<file path="src/rtl/serial_deserializer_pkg.sv">
// Shared types and constants for the serial deserializer.
// Frame length grows by one parity bit when SERIAL_DESERIALIZER_PARITY_EN is defined.
package serial_deserializer_pkg;

   localparam int unsigned DEFAULT_WIDTH = 8;

   typedef enum logic [1:0] {
      IDLE  = 2'd0,
      SHIFT = 2'd1,
      STALL = 2'd2
   } state_t;

   function automatic int unsigned frame_bits(input int unsigned width);
`ifdef SERIAL_DESERIALIZER_PARITY_EN
      return width + 1;
`else
      return width;
`endif
   endfunction

endpackage

</file>
<file path="src/rtl/serial_deserializer_shift_reg.sv">
// LSB-first shift register with frame bit counter; sin enters at the MSB.
// sr_next exposes the value after the current shift so a completing frame can be captured on the same edge.
module deser_shift_reg #(
   parameter int unsigned FRAME = 8,
   parameter int unsigned CW    = 4
) (
   input  logic             clk,
   input  logic             rst_n,
   input  logic             clr,
   input  logic             shift,
   input  logic             restart,
   input  logic             sin,
   output logic [FRAME-1:0] sr,
   output logic [FRAME-1:0] sr_next,
   output logic [CW-1:0]    cnt
);

   always_comb begin
      sr_next = {sin, sr[FRAME-1:1]};
   end

   always_ff @(posedge clk or negedge rst_n) begin
      if (!rst_n) begin
         sr  <= '0;
         cnt <= '0;
      end else if (clr) begin
         sr  <= '0;
         cnt <= '0;
      end else if (shift) begin
         sr  <= sr_next;
         cnt <= restart ? '0 : cnt + 1'b1;
      end else if (restart) begin
         cnt <= '0;
      end
   end

endmodule

</file>
<file path="src/rtl/serial_deserializer.sv">
// Serial-to-parallel deserializer with one-word output register and stall on backpressure.
// Optional even-parity frame bit and parity_err output via SERIAL_DESERIALIZER_PARITY_EN.
module serial_deserializer
   import serial_deserializer_pkg::*;
#(
   parameter int unsigned WIDTH = DEFAULT_WIDTH
) (
   input  logic                       clk,
   input  logic                       rst_n,
   input  logic                       sin,
   input  logic                       sin_en,
   input  logic                       clr,
   output logic [WIDTH-1:0]           dout,
   output logic                       dout_valid,
   input  logic                       dout_ready,
   output logic [$clog2(WIDTH+2)-1:0] bit_cnt,
`ifdef SERIAL_DESERIALIZER_PARITY_EN
   output logic                       parity_err,
`endif
   output logic                       overrun
);

   localparam int unsigned FRAME = frame_bits(WIDTH);
   localparam int unsigned CW    = $clog2(WIDTH + 2);
   localparam logic [CW-1:0] LAST = CW'(FRAME - 1);

   state_t           state, state_nx;
   logic [FRAME-1:0] sr, sr_next;
   logic             last_bit, can_load;
   logic             shift, restart, load_new, rel_held, drop;

   assign last_bit = (bit_cnt == LAST);
   assign can_load = !dout_valid || dout_ready;

   deser_shift_reg #(
      .FRAME (FRAME),
      .CW    (CW)
   ) u_shift (
      .clk     (clk),
      .rst_n   (rst_n),
      .clr     (clr),
      .shift   (shift),
      .restart (restart),
      .sin     (sin),
      .sr      (sr),
      .sr_next (sr_next),
      .cnt     (bit_cnt)
   );

   always_ff @(posedge clk or negedge rst_n) begin
      if (!rst_n) state <= IDLE;
      else        state <= state_nx;
   end

   always_comb begin
      state_nx = state;
      if (clr) begin
         state_nx = IDLE;
      end else begin
         unique case (state)
            IDLE, SHIFT: begin
               if (sin_en) begin
                  if (!last_bit)     state_nx = SHIFT;
                  else if (can_load) state_nx = IDLE;
                  else               state_nx = STALL;
               end
            end
            STALL: if (dout_valid && dout_ready) state_nx = IDLE;
            default: state_nx = IDLE;
         endcase
      end
   end

   // A completing frame is captured straight from sr_next, so no bit waits an extra cycle.
   always_comb begin
      shift    = 1'b0;
      load_new = 1'b0;
      rel_held = 1'b0;
      drop     = 1'b0;
      if (!clr) begin
         if (state == STALL) begin
            drop     = sin_en;
            rel_held = dout_valid && dout_ready;
         end else begin
            shift    = sin_en;
            load_new = sin_en && last_bit && can_load;
         end
      end
      restart = load_new || rel_held;
   end

   always_ff @(posedge clk or negedge rst_n) begin
      if (!rst_n) begin
         dout       <= '0;
         dout_valid <= 1'b0;
`ifdef SERIAL_DESERIALIZER_PARITY_EN
         parity_err <= 1'b0;
`endif
      end else if (load_new) begin
         dout       <= sr_next[WIDTH-1:0];
         dout_valid <= 1'b1;
`ifdef SERIAL_DESERIALIZER_PARITY_EN
         parity_err <= ^sr_next;
`endif
      end else if (rel_held) begin
         dout       <= sr[WIDTH-1:0];
         dout_valid <= 1'b1;
`ifdef SERIAL_DESERIALIZER_PARITY_EN
         parity_err <= ^sr;
`endif
      end else if (dout_valid && dout_ready) begin
         dout_valid <= 1'b0;
      end
   end

   always_ff @(posedge clk or negedge rst_n) begin
      if (!rst_n)    overrun <= 1'b0;
      else if (clr)  overrun <= 1'b0;
      else if (drop) overrun <= 1'b1;
   end

endmodule

</file>
<file path="config.mk">
export PLATFORM = sky130hd
export DESIGN_NAME = serial_deserializer
export DESIGN_NICKNAME = d
export VERILOG_FILES = /design/src/rtl/serial_deserializer_pkg.sv /design/src/rtl/serial_deserializer_shift_reg.sv /design/src/rtl/serial_deserializer.sv
export SDC_FILE = /design/constraint.sdc
export NUM_CORES = 1
export LEC_CHECK = 0
export ABC_AREA = 1
export CAP_MARGIN = 30
export CORE_ASPECT_RATIO = 1.75
export CORE_MARGIN = 3
export CORE_UTILIZATION = 35
export DETAILED_ROUTE_END_ITERATION = 16
export SYNTH_ARGS = -nofsm -noshare
export SYNTH_HDL_FRONTEND = slang
export SYNTH_HIERARCHICAL = 1
export SYNTH_SLANG_ARGS = --single-unit
</file>
<file path="constraint.sdc">
create_clock -name clk -period 1.6 [get_ports clk]
set_clock_uncertainty 0.2 [all_clocks]
set_input_delay 0.24 -clock clk [delete_from_list [all_inputs] [get_ports clk]]
set_output_delay 0.24 -clock clk [all_outputs]
set_load 0.005 [all_outputs]
</file>
==> results by group, run 1 <==
Run status
  – Outcome: finished clean

Critical path
  – Crit. End Element: primary output
  – CP Data Arrival Time: 1.13 ns
  – Beginning of the worst register-to-register path: state[0]
  – Reg2Reg Setup Slack: about 0.1 ns
  – Critical-path top delay cell: clkdlybuf4s50_1
  – R2R cell count: 8
  – Critical path buffer and inverter count: 1
  – CP required: ~1.2 ns
  – R2R Path End: u_shift/cnt[0]
  – Worst Setup Path Type: flip-flop to primary output
  – Crit-path cells: clkdlybuf4s50_1
  – Crit Path Max Fanout: 2
  – Max incr delay on CP: about 0.50 ns
  – Top delay family on crit path: buffers and inverters
  – Crit path launch type: flip-flop

Synth
  – Cell taking the most area after synthesis: dfrtp_1
  – Area contributors post-synth: dfrtp_1 45%, nand2_1 11%, nand3_1 8.2%
  – Sequential area share after synthesis: 0.449
  – Cells after synthesis: around 160
  – Syn_nets: between 150 and 200
  – Synthesized flop and latch total: 24
  – Synth top area share: 0.449
  – Synth Warn #: 6
  – Syn Area/Cell: between 8 and 9 sq um
  – Cell variety after synth: 21
  – Synth Cell Area: 1340 sq um

STA
  – Final Hold Viols: 0
  – Fin crit share: 0.979
  – Worst slew pin tran: roughly 0.32 ns
  – Final Hold Slack: around 0.13 ns
  – Maximum operating frequency: between 600 and 700 MHz
  – Final worst slack: between 0.03 and 0.04 ns
  – Relative slew slack: 0.788
  – Final setup violation count: 0
  – Final Critical Period: approximately 1.6 ns
  – Slew Viols, Final: 0

Floorplan
  – Die Y: just under 90 um
  – Die Wd: 52.8 um
  – Die area: about 4600 sq um
  – Std-Cell Rows: 29
  – Boundary Pins: 20
  – Starting Density: 0.365
  – Core ar.: roughly 3700 sq um

Global route
  – Remaining Overflow, GRT: 0
  – Largest net degree at the start of global routing: 25
  – First-pass GRT wire length: just over 5 mm
  – Initial antenna violation count: 0
  – Vias in the first global route: between 1000 and 1500
  – GRT Overall Usage: 0.143

Clock tree
  – Reg clk slew, reported paths: 0.09 ns
  – Root Driver: clkbuf_8
  – H-tree levels: 1
  – Worst-skew pair later-pin latency: about 0.26 ns
  – CTS Buf Count: 3
  – CTS tree: built
  – CTS max path bufs: 2
  – Sink Count: 24

Pwr
  – VDD IR max: 0.000502 V
  – Clk network pwr share: 0.419
  – Pwr dens: a little over 700 nW/um^2
  – Sw Ratio: 0.207
  – Comb pwr share: 0.092
  – Int Power: approximately 1.0 mW
  – Seq pwr share: 0.489
  – NetSw: 262 uW
  – Static leakage: roughly 0.95 nW

Route
  – Via count: about 1100
  – Routed WL: between 2 and 3 mm
  – Vias per inst: ~4.7
  – Detailed Routing Iterations Pass 1: 4
  – Final ANT Viol Nets: 0
  – Wire length per cell: roughly 12 um
  – Initial DRC count: 33
  – DRC viols: 0

Cells and area
  – Most frequent cells in the layout: 40 x nand2_1, 22 x nand3_1, 22 x dfrtp_1
  – Commonest non-fill, non-tap cell in the layout: nand2_1
  – Fin area: approximately 1800 sq um
  – Ant. Diodes: 0
  – Nets: about 210
  – Layout cells sized above 1: 0.249
  – # fillers: roughly 360
  – Layout area overhead: 34.2%

Placed design
  – Port Buffers: 19
  – Setup WS pre-CTS: -0.198 ns
  – DP HPWL: 2.22 mm
  – Placed cell areas: between 1500 and 2000 sq um
  – Placer Congestion: between 0.8 and 0.9

Flow run
  – Number of max-cap violations: 0

Min path
  – HP Class: input port to asynchronous set/reset pin
-- Yosys cell counts, drive strengths merged --
master	number
o22ai	6
inv	25
dfrtp	24
o21ai	7
nand4	10
xnor2	1
clkinv	1
buf	10
ha	1
nor2	7
nand2	46
nand3	23
-- layout make-up --
class	instances	area (sq um)	area share
sequential	24	603	0.336
multi-input combinational	101	572	0.318
timing repair buffer	42	395	0.220
tap	46	57.6	0.0320
clock inverter	1	30.0	0.0167
inverter	26	97.6	0.0543
clock buffer	3	41.3	0.0230
-- registers in the layout (all words and copies together), names as in the netlist --
signal / flops
overrun: 1
state: 2
u_shift/sr: 8
dout: 8
dout_valid: 1
u_shift/cnt: 4
-- power groups by stage --
stage	registers (mW)	logic, mW	clock network, mW
2_1_floorplan	0.632	0.0453	0
3_3_place_gp	0.632	0.109	0
3_5_place_dp	0.632	0.113	0
4_1_cts	0.618	0.119	0.547
5_1_grt	0.620	0.127	0.572
6_report	0.619	0.116	0.530
-- kinds of logic (layout without fill, tap and decap cells) --
family,after synthesis,after routing,share of synthesized area
AOI/OAI and AO/OA,13,13,0.0598
buffers and inverters,36,72,0.132
and+or+nand+nor,86,86,0.344
DFF,24,24,0.449
xor gates and xnor gates,1,1,0.00654
adders and majority gates,1,1,0.00934
-- worst max-delay path by stage --
stage                         from        endpoint  slack [ns]  cells past startpoint
finish                     overrun         overrun        0.03                      1
global route              state[0]  u_shift/cnt[0]      -0.005                      8
CTS                 u_shift/cnt[0]      bit_cnt[0]       0.004                      1
detailed placement          sin_en  u_shift/cnt[2]       -0.20                      9
global placement            sin_en  u_shift/cnt[3]       -0.17                      9
floorplan               dout_valid  u_shift/cnt[2]       0.005                      7
-- metrics by stage --
step | total power, mW | TNS (ns) | utilization | std cells
finish | 1.26 | 0 | 0.490 | 243
global route | 1.32 | -0.00694 | 0.490 | 243
CTS | 1.28 | 0 | 0.479 | 240
detailed placement | 0.745 | -2.78 | 0.454 | 233
global placement | 0.741 | -2.37 | 0.454 | 233
floorplan | 0.678 | 0 | - | 161
-- per-layer routing --
metal / global-route usage / wire, um / vias up
met4: 0.0488 / 29 / 0
li1: - / - / 587
met1: 0.149 / 1140 / 534
met5: 0 / 0 / -
met2: 0.282 / 1660 / 15
met3: 0.0119 / 73 / 2
-- repair_timing --
item / CTS / global route
setup buffers: 3 / 3
resized for setup: 3 / 6
gates cloned: 0 / 0
setup endpoints to repair: 5 / 12
hold buffers: 0 / 0
Note: power is estimated with default switching activity, not from simulation.
==> run 2: changes to the inputs <==
--- a/config.mk
+++ b/config.mk
@@ -8,9 +8,10 @@
 export ABC_AREA = 1
 export CAP_MARGIN = 30
 export CORE_ASPECT_RATIO = 1.75
-export CORE_MARGIN = 3
+export CORE_MARGIN = 1.5
 export CORE_UTILIZATION = 35
 export DETAILED_ROUTE_END_ITERATION = 16
+export PLACE_DENSITY_LB_ADDON = 0.12
 export SYNTH_ARGS = -nofsm -noshare
 export SYNTH_HDL_FRONTEND = slang
 export SYNTH_HIERARCHICAL = 1
==> constraint.sdc (replaced) <==
create_clock -name clk -period 1.8 [get_ports clk]
set_clock_uncertainty 0.2 [all_clocks]
set_input_delay 0.27 -clock clk [delete_from_list [all_inputs] [get_ports clk]]
set_output_delay 0.27 -clock clk [all_outputs]
set_load 0.005 [all_outputs]
==> run 2 against run 1 <==
Net effect: count of clock-buffer cells in the layout unchanged; global-route usage increased by 1.1 points; final cell count decreased by 4.1%; die area fell by 8.9%; first-iteration DRC count down 48%; sequential power is 11% lower; worst setup slack improved by 0.045 ns; sequential share of layout area increased by 1.9 points; combinational power fell by 21%; total power fell by 11%; wire length down 0.76%; largest cell class unchanged; largest power group unchanged.
==> results by group, run 2 (synthesis results as in run 1) <==
Min path
  – HP Class: input port to asynchronous set/reset pin

Pwr
  – Total chip power: 1.13 mW (-11%)
  – Sw Ratio: 0.215 (+0.00762)
  – Int Power: 884 uW (-12%)
  – Seq pwr share: 0.488 (about the same)
  – Pwr dens: 664 nW/um^2 (-5.7%)
  – NetSw: 242 uW (-7.7%)
  – Clk network pwr share: 0.430 (+0.011)
  – VDD IR max: 0.000417 V (-17%)
  – Static leakage: 0.828 nW (-13%)
  – Comb pwr share: 0.082 (-0.010)

STA
  – Fin crit share: 0.956
  – Maximum operating frequency: 581 MHz
  – Worst slew pin tran: 0.318 ns (+0.000488 ns)
  – Final Critical Period: between 1.5 and 2 ns
  – Slew Viols, Final: 0 (unchanged)
  – Setup_tns: 0 ns (unchanged)
  – Final Hold Slack: 0.150 ns (+0.0235 ns)
  – Final setup violation count: 0 (unchanged)
  – RSZ-0062 raised after global routing: false
  – Final Hold Viols: 0 (unchanged)
  – Final worst slack: 0.0797 ns (+0.0453 ns)
  – Relative slew slack: 0.788 (about the same)

Route
  – Initial DRC count: 17 (-48%)
  – Routed WL: 2.87 mm (-0.76%)
  – DRC viols: 0 (unchanged)
  – Wire length per cell: 12.3 um (+3.5%)
  – Via count: 1112 (-2.3%)
  – Vias per inst: 4.77 (+1.9%)
  – Detailed Routing Iterations Pass 1: 4 (unchanged)
  – Final ANT Viol Nets: 0 (unchanged)

Run status
  – Outcome: finished clean

Clock tree
  – H-tree levels: 1 (unchanged)
  – Sink Count: 24 (unchanged)
  – Worst-skew pair later-pin latency: 0.27 ns (about the same)
  – Reg clk slew, reported paths: 0.09 ns (about the same)
  – CTS Buf Count: 3 (unchanged)
  – CTS Hold Bufs: 0 (unchanged)
  – CTS tree: built
  – Root Driver: clkbuf_8
  – CTS max path bufs: 2 (unchanged)

Critical path
  – Worst Setup Path Type: flip-flop to primary output
  – Critical path buffer and inverter count: 1 (unchanged)
  – Crit-path cells: clkdlybuf4s50_1
  – CP required: 1.33 ns (+0.17 ns)
  – Max incr delay on CP: 0.53 ns (+0.03 ns)
  – CP Data Arrival Time: 1.25 ns (+0.12 ns)
  – Crit path depth: 1 (unchanged)
  – Critical-path top delay cell: clkdlybuf4s50_1
  – Crit. End Element: primary output
  – Top delay family on crit path: buffers and inverters
  – Crit path launch type: flip-flop
  – R2R cell count: 8 (unchanged)
  – Crit Path Max Fanout: 6 (+4)

Floorplan
  – Core ar.: 3630 sq um (-0.99%)
  – Starting Density: 0.369 (+0.00365)
  – Die Y: 84.8 um (-3.4%)
  – Die Wd: 49.8 um (-5.7%)
  – Boundary Pins: 20 (unchanged)
  – Std-Cell Rows: 29 (unchanged)
  – Die area: 4220 sq um (-8.9%)

Placed design
  – Setup WS pre-CTS: -0.0626 ns (+0.136 ns)
  – Placer Congestion: 0.765 (-6.2%)
  – Placed cell areas: 1620 sq um (-2.8%)
  – DP HPWL: 2.19 mm (-0.97%)
  – Port Buffers: 19 (unchanged)

Global route
  – Initial antenna violation count: 0 (unchanged)
  – Largest net degree at the start of global routing: 25 (unchanged)
  – First-pass GRT wire length: 5.11 mm (-0.25%)
  – Remaining Overflow, GRT: 0 (unchanged)
  – GRT Overall Usage: 0.154 (+0.0114)
  – Vias in the first global route: 1191 (-2.2%)

Cells and area
  – Ant. Diodes: 0 (unchanged)
  – Fin area: 1700 sq um (-5.6%)
  – # fillers: 374 (+3.0%)
  – Largest regs: dout: 8 flops, u_shift/sr: 8 flops, u_shift/cnt: 4 flops
  – Nets: 195 (-4.9%)
  – Commonest non-fill, non-tap cell in the layout: nand2_1
  – Layout cells sized above 1: 0.193 (-0.0562)
  – Most frequent cells in the layout: 41 x nand2_1, 23 x dfrtp_1, 22 x nand3_1
  – Layout area overhead: 26.7%

Flow run
  – Number of max-cap violations: 0 (unchanged)
==> run 2: changes by cell type in the layout (fill, tap and decap cells not counted), sizes merged <==
cell           change
dlygate4sd2        -2
clkdlybuf4s50      +5
buf               -10
dlymetal6s2s       -3
==> run 2: through the flow <==
step,instances,util
6_report,233,0.468
5_1_grt,233,0.468
4_1_cts,233,0.466
3_5_place_dp,229,0.446
3_3_place_gp,229,0.446
2_1_floorplan,161,-
==> run 2: final timing paths <==
path	from	end	slack [ns]
worst max-delay path	u_shift/cnt[1]	bit_cnt[1]	0.08
worst min-delay path	rst_n	state[0]	0.15
worst max register to register	u_shift/cnt[3]	u_shift/cnt[2]	0.19
worst min register to register	overrun	overrun	0.30
min in group clk	overrun	overrun	0.30
max in group asynchronous	rst_n	u_shift/cnt[2]	0.98
==> run 2: power groups by stage <==
stage          Combinational [mW]  Sequential (mW)  Clock, mW
2_1_floorplan              0.0403            0.562          0
3_3_place_gp               0.0926            0.560          0
3_5_place_dp               0.0933            0.560          0
4_1_cts                    0.0938            0.550      0.494
5_1_grt                     0.102            0.551      0.515
6_report                   0.0920            0.550      0.484
==> run 2: area by class of cell <==
| type | instances | area (sq um) | share of cell area |
|---|---|---|---|
| sequential | 24 | 602 | 0.355 |
| clock inverter | 1 | 30.0 | 0.0177 |
| timing repair buffer | 32 | 307 | 0.181 |
| clock buffer | 3 | 41.3 | 0.0243 |
| tap | 46 | 57.6 | 0.0339 |
| inverter | 26 | 97.6 | 0.0575 |
| multi-input combinational | 101 | 562 | 0.331 |
==> run 2: metal layers <==
metal	GRT usage	wire length, um
met5	0	0
met4	0.0606	47
met3	0.0158	62
met2	0.302	1630
met1	0.161	1140
==> run 2: what timing repair did <==
item                                    CTS  global route
gates resized for setup                   0             3
endpoints found under the setup margin    0             2
endpoints found under the hold margin     0             0
setup buffers                             0             0
